### src/rtl/zigzag_pp.sv
// zigzag_pp: double-buffered 8x8 coefficient reorder between column-major and JPEG zig-zag order.
// Two 64-entry banks ping-pong so one block streams in while the previous block streams out.
module zigzag_pp #(
    parameter int DATA_W = 11,
    parameter int MODE_W = 1
) (
    input  logic              clk,
    input  logic              rst_n,
    input  logic              ena_in,
    output logic              rdy_out,
    input  logic [DATA_W-1:0] in,
    input  logic [MODE_W-1:0] mode,
    output logic              ena_out,
    input  logic              rdy_in,
    output logic [DATA_W-1:0] out,
    output logic              out_last
);

    // Column-major address held in each zig-zag slot.
    function automatic logic [5:0] zz(input logic [5:0] k);
        logic [5:0] a;
        case (k)
            6'd0:  a = 6'd0;  6'd1:  a = 6'd8;  6'd2:  a = 6'd1;  6'd3:  a = 6'd2;
            6'd4:  a = 6'd9;  6'd5:  a = 6'd16; 6'd6:  a = 6'd24; 6'd7:  a = 6'd17;
            6'd8:  a = 6'd10; 6'd9:  a = 6'd3;  6'd10: a = 6'd4;  6'd11: a = 6'd11;
            6'd12: a = 6'd18; 6'd13: a = 6'd25; 6'd14: a = 6'd32; 6'd15: a = 6'd40;
            6'd16: a = 6'd33; 6'd17: a = 6'd26; 6'd18: a = 6'd19; 6'd19: a = 6'd12;
            6'd20: a = 6'd5;  6'd21: a = 6'd6;  6'd22: a = 6'd13; 6'd23: a = 6'd20;
            6'd24: a = 6'd27; 6'd25: a = 6'd34; 6'd26: a = 6'd41; 6'd27: a = 6'd48;
            6'd28: a = 6'd56; 6'd29: a = 6'd49; 6'd30: a = 6'd42; 6'd31: a = 6'd35;
            6'd32: a = 6'd28; 6'd33: a = 6'd21; 6'd34: a = 6'd14; 6'd35: a = 6'd7;
            6'd36: a = 6'd15; 6'd37: a = 6'd22; 6'd38: a = 6'd29; 6'd39: a = 6'd36;
            6'd40: a = 6'd43; 6'd41: a = 6'd50; 6'd42: a = 6'd57; 6'd43: a = 6'd58;
            6'd44: a = 6'd51; 6'd45: a = 6'd44; 6'd46: a = 6'd37; 6'd47: a = 6'd30;
            6'd48: a = 6'd23; 6'd49: a = 6'd31; 6'd50: a = 6'd38; 6'd51: a = 6'd45;
            6'd52: a = 6'd52; 6'd53: a = 6'd59; 6'd54: a = 6'd60; 6'd55: a = 6'd53;
            6'd56: a = 6'd46; 6'd57: a = 6'd39; 6'd58: a = 6'd47; 6'd59: a = 6'd54;
            6'd60: a = 6'd61; 6'd61: a = 6'd62; 6'd62: a = 6'd55; 6'd63: a = 6'd63;
            default: a = 6'd0;
        endcase
        return a;
    endfunction

    logic              r_wr_bank;
    logic              r_rd_bank;
    logic [5:0]        r_wr_cnt;
    logic [5:0]        r_rd_cnt;
    logic [1:0]        r_full;
    logic [1:0]        r_bmode;
    logic [DATA_W-1:0] r_mem [0:127];

    logic              w_acc;
    logic              w_con;
    logic              w_wr_mode;
    logic [6:0]        w_wr_addr;
    logic [6:0]        w_rd_addr;
    logic [1:0]        w_full_set;
    logic [1:0]        w_full_clr;
    logic [1:0]        w_full_nxt;

    // Handshake status depends on registers only, so there is no ready/valid feed-through.
    assign rdy_out  = ~r_full[r_wr_bank];
    assign ena_out  = r_full[r_rd_bank];
    assign out_last = ena_out && (r_rd_cnt == 6'd63);
    assign out      = r_mem[w_rd_addr];

    // Transfer qualifiers, bank addressing and next occupancy of both banks.
    always_comb begin
        w_acc      = ena_in && rdy_out;
        w_con      = ena_out && rdy_in;
        w_wr_mode  = (r_wr_cnt == 6'd0) ? mode[0] : r_bmode[r_wr_bank];
        w_wr_addr  = {r_wr_bank, (w_wr_mode ? zz(r_wr_cnt) : r_wr_cnt)};
        w_rd_addr  = {r_rd_bank, (r_bmode[r_rd_bank] ? r_rd_cnt : zz(r_rd_cnt))};
        w_full_set = (w_acc && (r_wr_cnt == 6'd63)) ? (2'b01 << r_wr_bank) : 2'b00;
        w_full_clr = (w_con && (r_rd_cnt == 6'd63)) ? (2'b01 << r_rd_bank) : 2'b00;
        // A completing write and a completing read always target different banks.
        w_full_nxt = (r_full | w_full_set) & ~w_full_clr;
    end

    // Write/read counters, bank pointers, per-bank mode and fullness flags.
    always_ff @(posedge clk or negedge rst_n) begin
        if (!rst_n) begin
            r_wr_bank <= 1'b0;
            r_rd_bank <= 1'b0;
            r_wr_cnt  <= 6'd0;
            r_rd_cnt  <= 6'd0;
            r_full    <= 2'b00;
            r_bmode   <= 2'b00;
        end else begin
            r_full <= w_full_nxt;
            if (w_acc) begin
                r_wr_cnt <= r_wr_cnt + 6'd1;
                if (r_wr_cnt == 6'd0) begin
                    r_bmode[r_wr_bank] <= mode[0];
                end
                if (r_wr_cnt == 6'd63) begin
                    r_wr_bank <= ~r_wr_bank;
                end
            end
            if (w_con) begin
                r_rd_cnt <= r_rd_cnt + 6'd1;
                if (r_rd_cnt == 6'd63) begin
                    r_rd_bank <= ~r_rd_bank;
                end
            end
        end
    end

    // Coefficient storage; contents deliberately survive reset.
    always_ff @(posedge clk) begin
        if (w_acc) begin
            r_mem[w_wr_addr] <= in;
        end
    end

endmodule

### config.mk
export PLATFORM = sky130hd
export DESIGN_NAME = zigzag_pp
export DESIGN_NICKNAME = d
export VERILOG_FILES = /design/src/rtl/zigzag_pp.sv
export SDC_FILE = /design/constraint.sdc
export NUM_CORES = 2
export LEC_CHECK = 0
export ABC_AREA = 0
export BUFFER_PORTS_ARGS = -buffer_cell sky130_fd_sc_hd__buf_2
export CAP_MARGIN = 20
export CORE_UTILIZATION = 30
export DETAILED_ROUTE_END_ITERATION = 12
export PLACE_DENSITY_LB_ADDON = 0.12
export SLEW_MARGIN = 10
export SYNTH_ARGS = -nofsm -noshare
export SYNTH_HDL_FRONTEND = slang
export SYNTH_SLANG_ARGS = --single-unit
### constraint.sdc
create_clock -name clk -period 4.35 [get_ports clk]
set_clock_uncertainty 0.15 [all_clocks]
set_input_delay 0.87 -clock clk [delete_from_list [all_inputs] [get_ports clk]]
set_output_delay 0.87 -clock clk [all_outputs]
set_load 0.02 [all_outputs]
Word level (Yosys, flattened, before mapping)
Memory sizes are Yosys's and may differ from the RTL's. Index checks and enable logic that the tools add are counted.

Bits of input ports: 16. Output and inout port bits: 14. Bits in registers: 18. Bits in latches: 0. ROM bits: 768. Memories: 3. Logic and storage cells: 52. RAM bits: 1408.

Bitwise gates (word level): 6. $lt $le $gt $ge: 3. Reductions and logical operators: 10. Div/mod/pow operators: 0. Mux-type cells: 18. Shift-type cells: 2. $add $sub $neg: 2. Equal/unequal tests: 2. $mul: 0.

Memories: r_mem (words 128, bits a word 11, rd ports 1, clocked after memory_dff 0, wr ports 1, line 50) `logic [DATA_W-1:0] r_mem [0:127];`; (name not given) (words 64, bits a word 6, rd ports 1, clocked after memory_dff 0, wr ports 0, line 22) `case (k)`; (name not given) (words 64, bits a word 6, rd ports 1, clocked after memory_dff 0, wr ports 0, line 22).

Operators by type and width (count): adder 6 x 1 -> 6 bit (second input constant) (2); equality test 6 bit (second input constant) (2); two-way mux 1 bit (12); two-way mux 6 bit (2); logical AND 1 bit (6); logical NOT 6 bit (1); AND reduction 2 bit (3); < comparator 1 x 2 -> 1 bit (second input constant) (2); two-way mux 2 bit (2); << shifter 1 x 1 -> 2 bit (first input constant) (2); inverter 1 bit (3); bitwise AND 2 bit (1); bitwise mux 2 bit (1); inverter 2 bit (1); bitwise OR 2 bit (1); demux 1 bit (select 1 bit) (1); >= comparator 1 bit (second input constant) (1).

Longest topological paths before layout
Depth in word-level cells: 8. Gate-level depth with buffers: 20. Mapped depth without buffers: 13.

Least setup slack after synthesis
Ideal clock, no wire load.

Path kind: register to output. Start: reg r_rd_cnt[0]. End: out out[9]. Cell stages (with the launch flop): 20. Setup slack: -344 ps. Required time: 3330 ps. Arrival time: 3674 ps. Buffers on the path: 7. Path through: dfrtp_1 > buf_6 > inv_1 > ha_1 > clkbuf_1 > nand2_1 > o211ai_1 > a2111o_1 > and3_1 > buf_6 > buf_6 > buf_4 > buf_2 > buf_2 > mux2i_1 > a32oi_1 > o21ai_0 > a211oi_1 > nand2_1 > a31oi_1.

Longest elaborated chain between the ends: 3.

RTL lines: from (decl) (line 47) `logic [5:0] r_rd_cnt;`; from (signal assigned) (line 101) `r_rd_cnt <= r_rd_cnt + 6'd1;`; memory (64 x 6 bit); two-way mux 6 bit * (line 73) `w_rd_addr = {r_rd_bank, (r_bmode[r_rd_bank] ? r_rd_cnt : zz(r_rd_cnt))};`; memory (128 x 11 bit) *; to (decl) (line 15) `output logic [DATA_W-1:0] out,`.

Mark *: on every way between the ends. The rest lies on a longest branch, timed or not.

Final worst setup path
Start: reg r_rd_cnt[1]. End: out out[2].

The elaborated chain is that of the path after synthesis.

==> metrics.cfg <==
[pwr]
power_mw=35.76
power.density_nw_per_um2=495.7
p_leak_nw=24.85
ir_drop_uv=357.6

[hold_path]
hold_path_class=in2reg
min_path_cells=2

[logic_synthesis]
synth_cell_type_count=74
syn_area_per_cell_um2=16.11
synth_seq_cells=1426
yosys_warnings=0
synth_fp_nets=3612
synth-edff-count=1408
yosysSeqAreaShare_pct=74.30
synthFlopType=edfxtp_1
syn_area_um2=57510
async_flop_share_pct=1.262
syn_inst=3569

[routing]
ant_nets=0
dr_wl_met2_um=85810
via_count=33860
avgRoutedWirePerCell_um=26.49
drt-met1-wl_um=82220
top_layer=met4
drtIter0Drc=2798
routed_wl_um=181000
drt_pass1_iterations=5
drc=0
met3WireLength_um=8585
routed_via_density=4.956

[layout]
multi_input_area_um2=14400
fillers=17800
final-seq-area_um2=42730
final_cell_count_no_fill=6832
drive_gt1_share_pct=27.91
most-common-layout-cells=1408 x edfxtp_1, 532 x buf_4, 464 x nand2_1, 247 x nand3_1, 195 x mux2i_1
final_common_cell=edfxtp_1
nNetsFinal=4222
area_growth_pct=25.45

[place]
dp_cells=6460
routabilityCongestion=0.8179
io_buffers=29
hpwl_um=114500

[timing]
max_slew_margin_pct=24.71
fin_ws_ns=-1.566
worst_slew_pin_slew_ns=1.129
finalSetupTns_ns=-16.25
max_freq_ghz=0.1690
timing.final.crit_share_pct=136.0
rsz0062_at_grt=yes
period_needed_ns=5.916
slew_viol_final=0
finalHoldViolCount=0
finalSetupViolCount=11
whs_ns=0.1353

[die]
fp.dieH_um=439.8
core_area_um2=190200
die_w_um=439.8
dieArea_um2=193400
ios=30
initial_core_util_pct=30.24
rows=160

[flow_run]
cap_violations=0

[setup_path]
cp_max_fo=8
reg2reg_to=r_mem[31][2]
criticalPathCategory=reg2out
cp.required_ns=3.33
timing.rr.start=r_wr_cnt[1]
rr_worst_depth=11
critPathLaunchType=flop
end_kind=primary output
reg2reg_slack_ns=0.28
worst_ep_arrival_time_ns=4.90
crit_path_end=out[2]
startpoint=r_rd_cnt[1]

[cts]
h-tree-depth=4
cts_sinks=1426
clockRootBuffer=clkbuf_16
clkTransAtPathRegs_ns=0.06
clockBufferDepth=3
cts_inserted_buffers=163
cts_tree=built
insertion_delay_ns=0.81

[grt]
first_global_vias=34000
grt_overflow_total=0
grt_pass1_wl_um=256400
grt_max_degree=114
antenna_found_initial=4
grt.total_usage_pct=18.62

[run_status]
outcome=finished with violations
violations=negative setup slack

## metrics by stage
stage	cell area (um^2)	setup WS, ns	util (%)
final	72140	-1.566	37.93
after global routing	72130	-1.719	37.93
after CTS	71480	-1.681	37.59
after detailed placement	65010	-1.324	34.18
after global placement	64960	-1.297	34.16
after floorplan	57800	-0.04040	-
## cell type report
class	instances	share of cell area (%)
Antenna cell	7	0.02428
Inverter	17	0.09365
Timing Repair Buffer	675	8.920
Clock buffer	203	5.876
Multi-Input combinational cell	1896	19.96
Clock inverter	97	1.537
Sequential cell	1426	59.23
Tap cell	2511	4.355
## cell usage after synthesis, types with 12 or more instances
library cell	count	share of area, %
edfxtp_1	1408	74
nand2_1	469	3.1
nand3_1	253	2.2
mux2i_1	199	3.5
nor2_1	175	1.1
a21oi_1	171	1.5
mux4_2	144	5.6
clkbuf_1	115	0.75
o21ai_0	59	0.51
buf_2	58	0.50
o22ai_1	54	0.59
o221ai_1	44	0.67
ha_1	27	0.59
buf_1	25	0.16
a221oi_1	22	0.34
buf_4	18	0.23
dfrtp_1	18	0.78
mux2_2	16	0.31
o21ai_1	16	0.14
inv_1	15	0.098
nor3_1	15	0.13
o211ai_1	14	0.18
and3_1	13	0.14
buf_6	13	0.25
a211o_1	12	0.18
a22oi_1	12	0.16
a32oi_1	12	0.18
## kinds of logic (layout without fill, tap and decap cells)
group	after synthesis	count (layout)	synth area share [%]
AO/OA/AOI/OAI	519	519	6.135
AND/OR/NAND/NOR	975	976	7.236
other	0	7	0
adder cells (fa/ha/maj)	27	27	0.5874
flip-flops	1426	1426	74.30
buffers and inverters	248	992	2.071
multiplexers	361	361	9.466
XOR/XNOR	13	13	0.1980
## how the worst min path moves through the flow
stage	from	to	slack (ns)
6_report	rdy_in	r_full[1]	0.14
4_1_cts	rdy_in	r_full[1]	0.05
3_3_place_gp	r_full[0]	r_full[0]	0.37
5_1_grt	rdy_in	r_full[1]	0.1
2_1_floorplan	r_full[0]	r_full[0]	0.33
3_5_place_dp	r_full[0]	r_full[0]	0.38
## registers in the layout (all words and copies together) (netlist names)
name and count:
r_rd_cnt 6, r_rd_bank 1, r_mem 1408, r_full 2, r_wr_cnt 6, r_wr_bank 1
r_bmode 2
## per-layer routing
layer	vias up	global-route usage (%)
met4	0	5.108
met3	208	3.299
met2	760	30.07
li1	15240	-
met1	17650	25.71
met5	-	0
## where the power goes
part	internal [mW]	switching, mW
clock network	7.90	5.81
logic	2.36	4.01
registers	15.6	0.101
total	25.8	9.92
## critical path, stage by stage, from the launching register on
cell      delay, ns
dfrtp_1        0.41
inv_2          0.07
buf_4          0.15
buf_4          0.12
ha_1           0.19
nand2_1        0.10
o22ai_1        0.16
a211oi_2       0.10
buf_4          0.15
or2_4          0.29
buf_12         0.15
buf_12         0.12
buf_4          0.19
buf_12         0.16
mux4_2         0.27
o22ai_1        0.09
a211o_1        0.28
o211ai_1       0.57
buf_4          0.21
o31a_1         0.14
buf_6          0.14
## repair_timing
action,CTS,global route
setup endpoints to repair,11,16
cloned,6,4
hold buffers,1,0
pin swaps,34,49
gates resized for setup,130,74
setup buffers,34,25
endpoints found under the hold margin,18,0
Note: power is estimated with default switching activity, not from simulation.
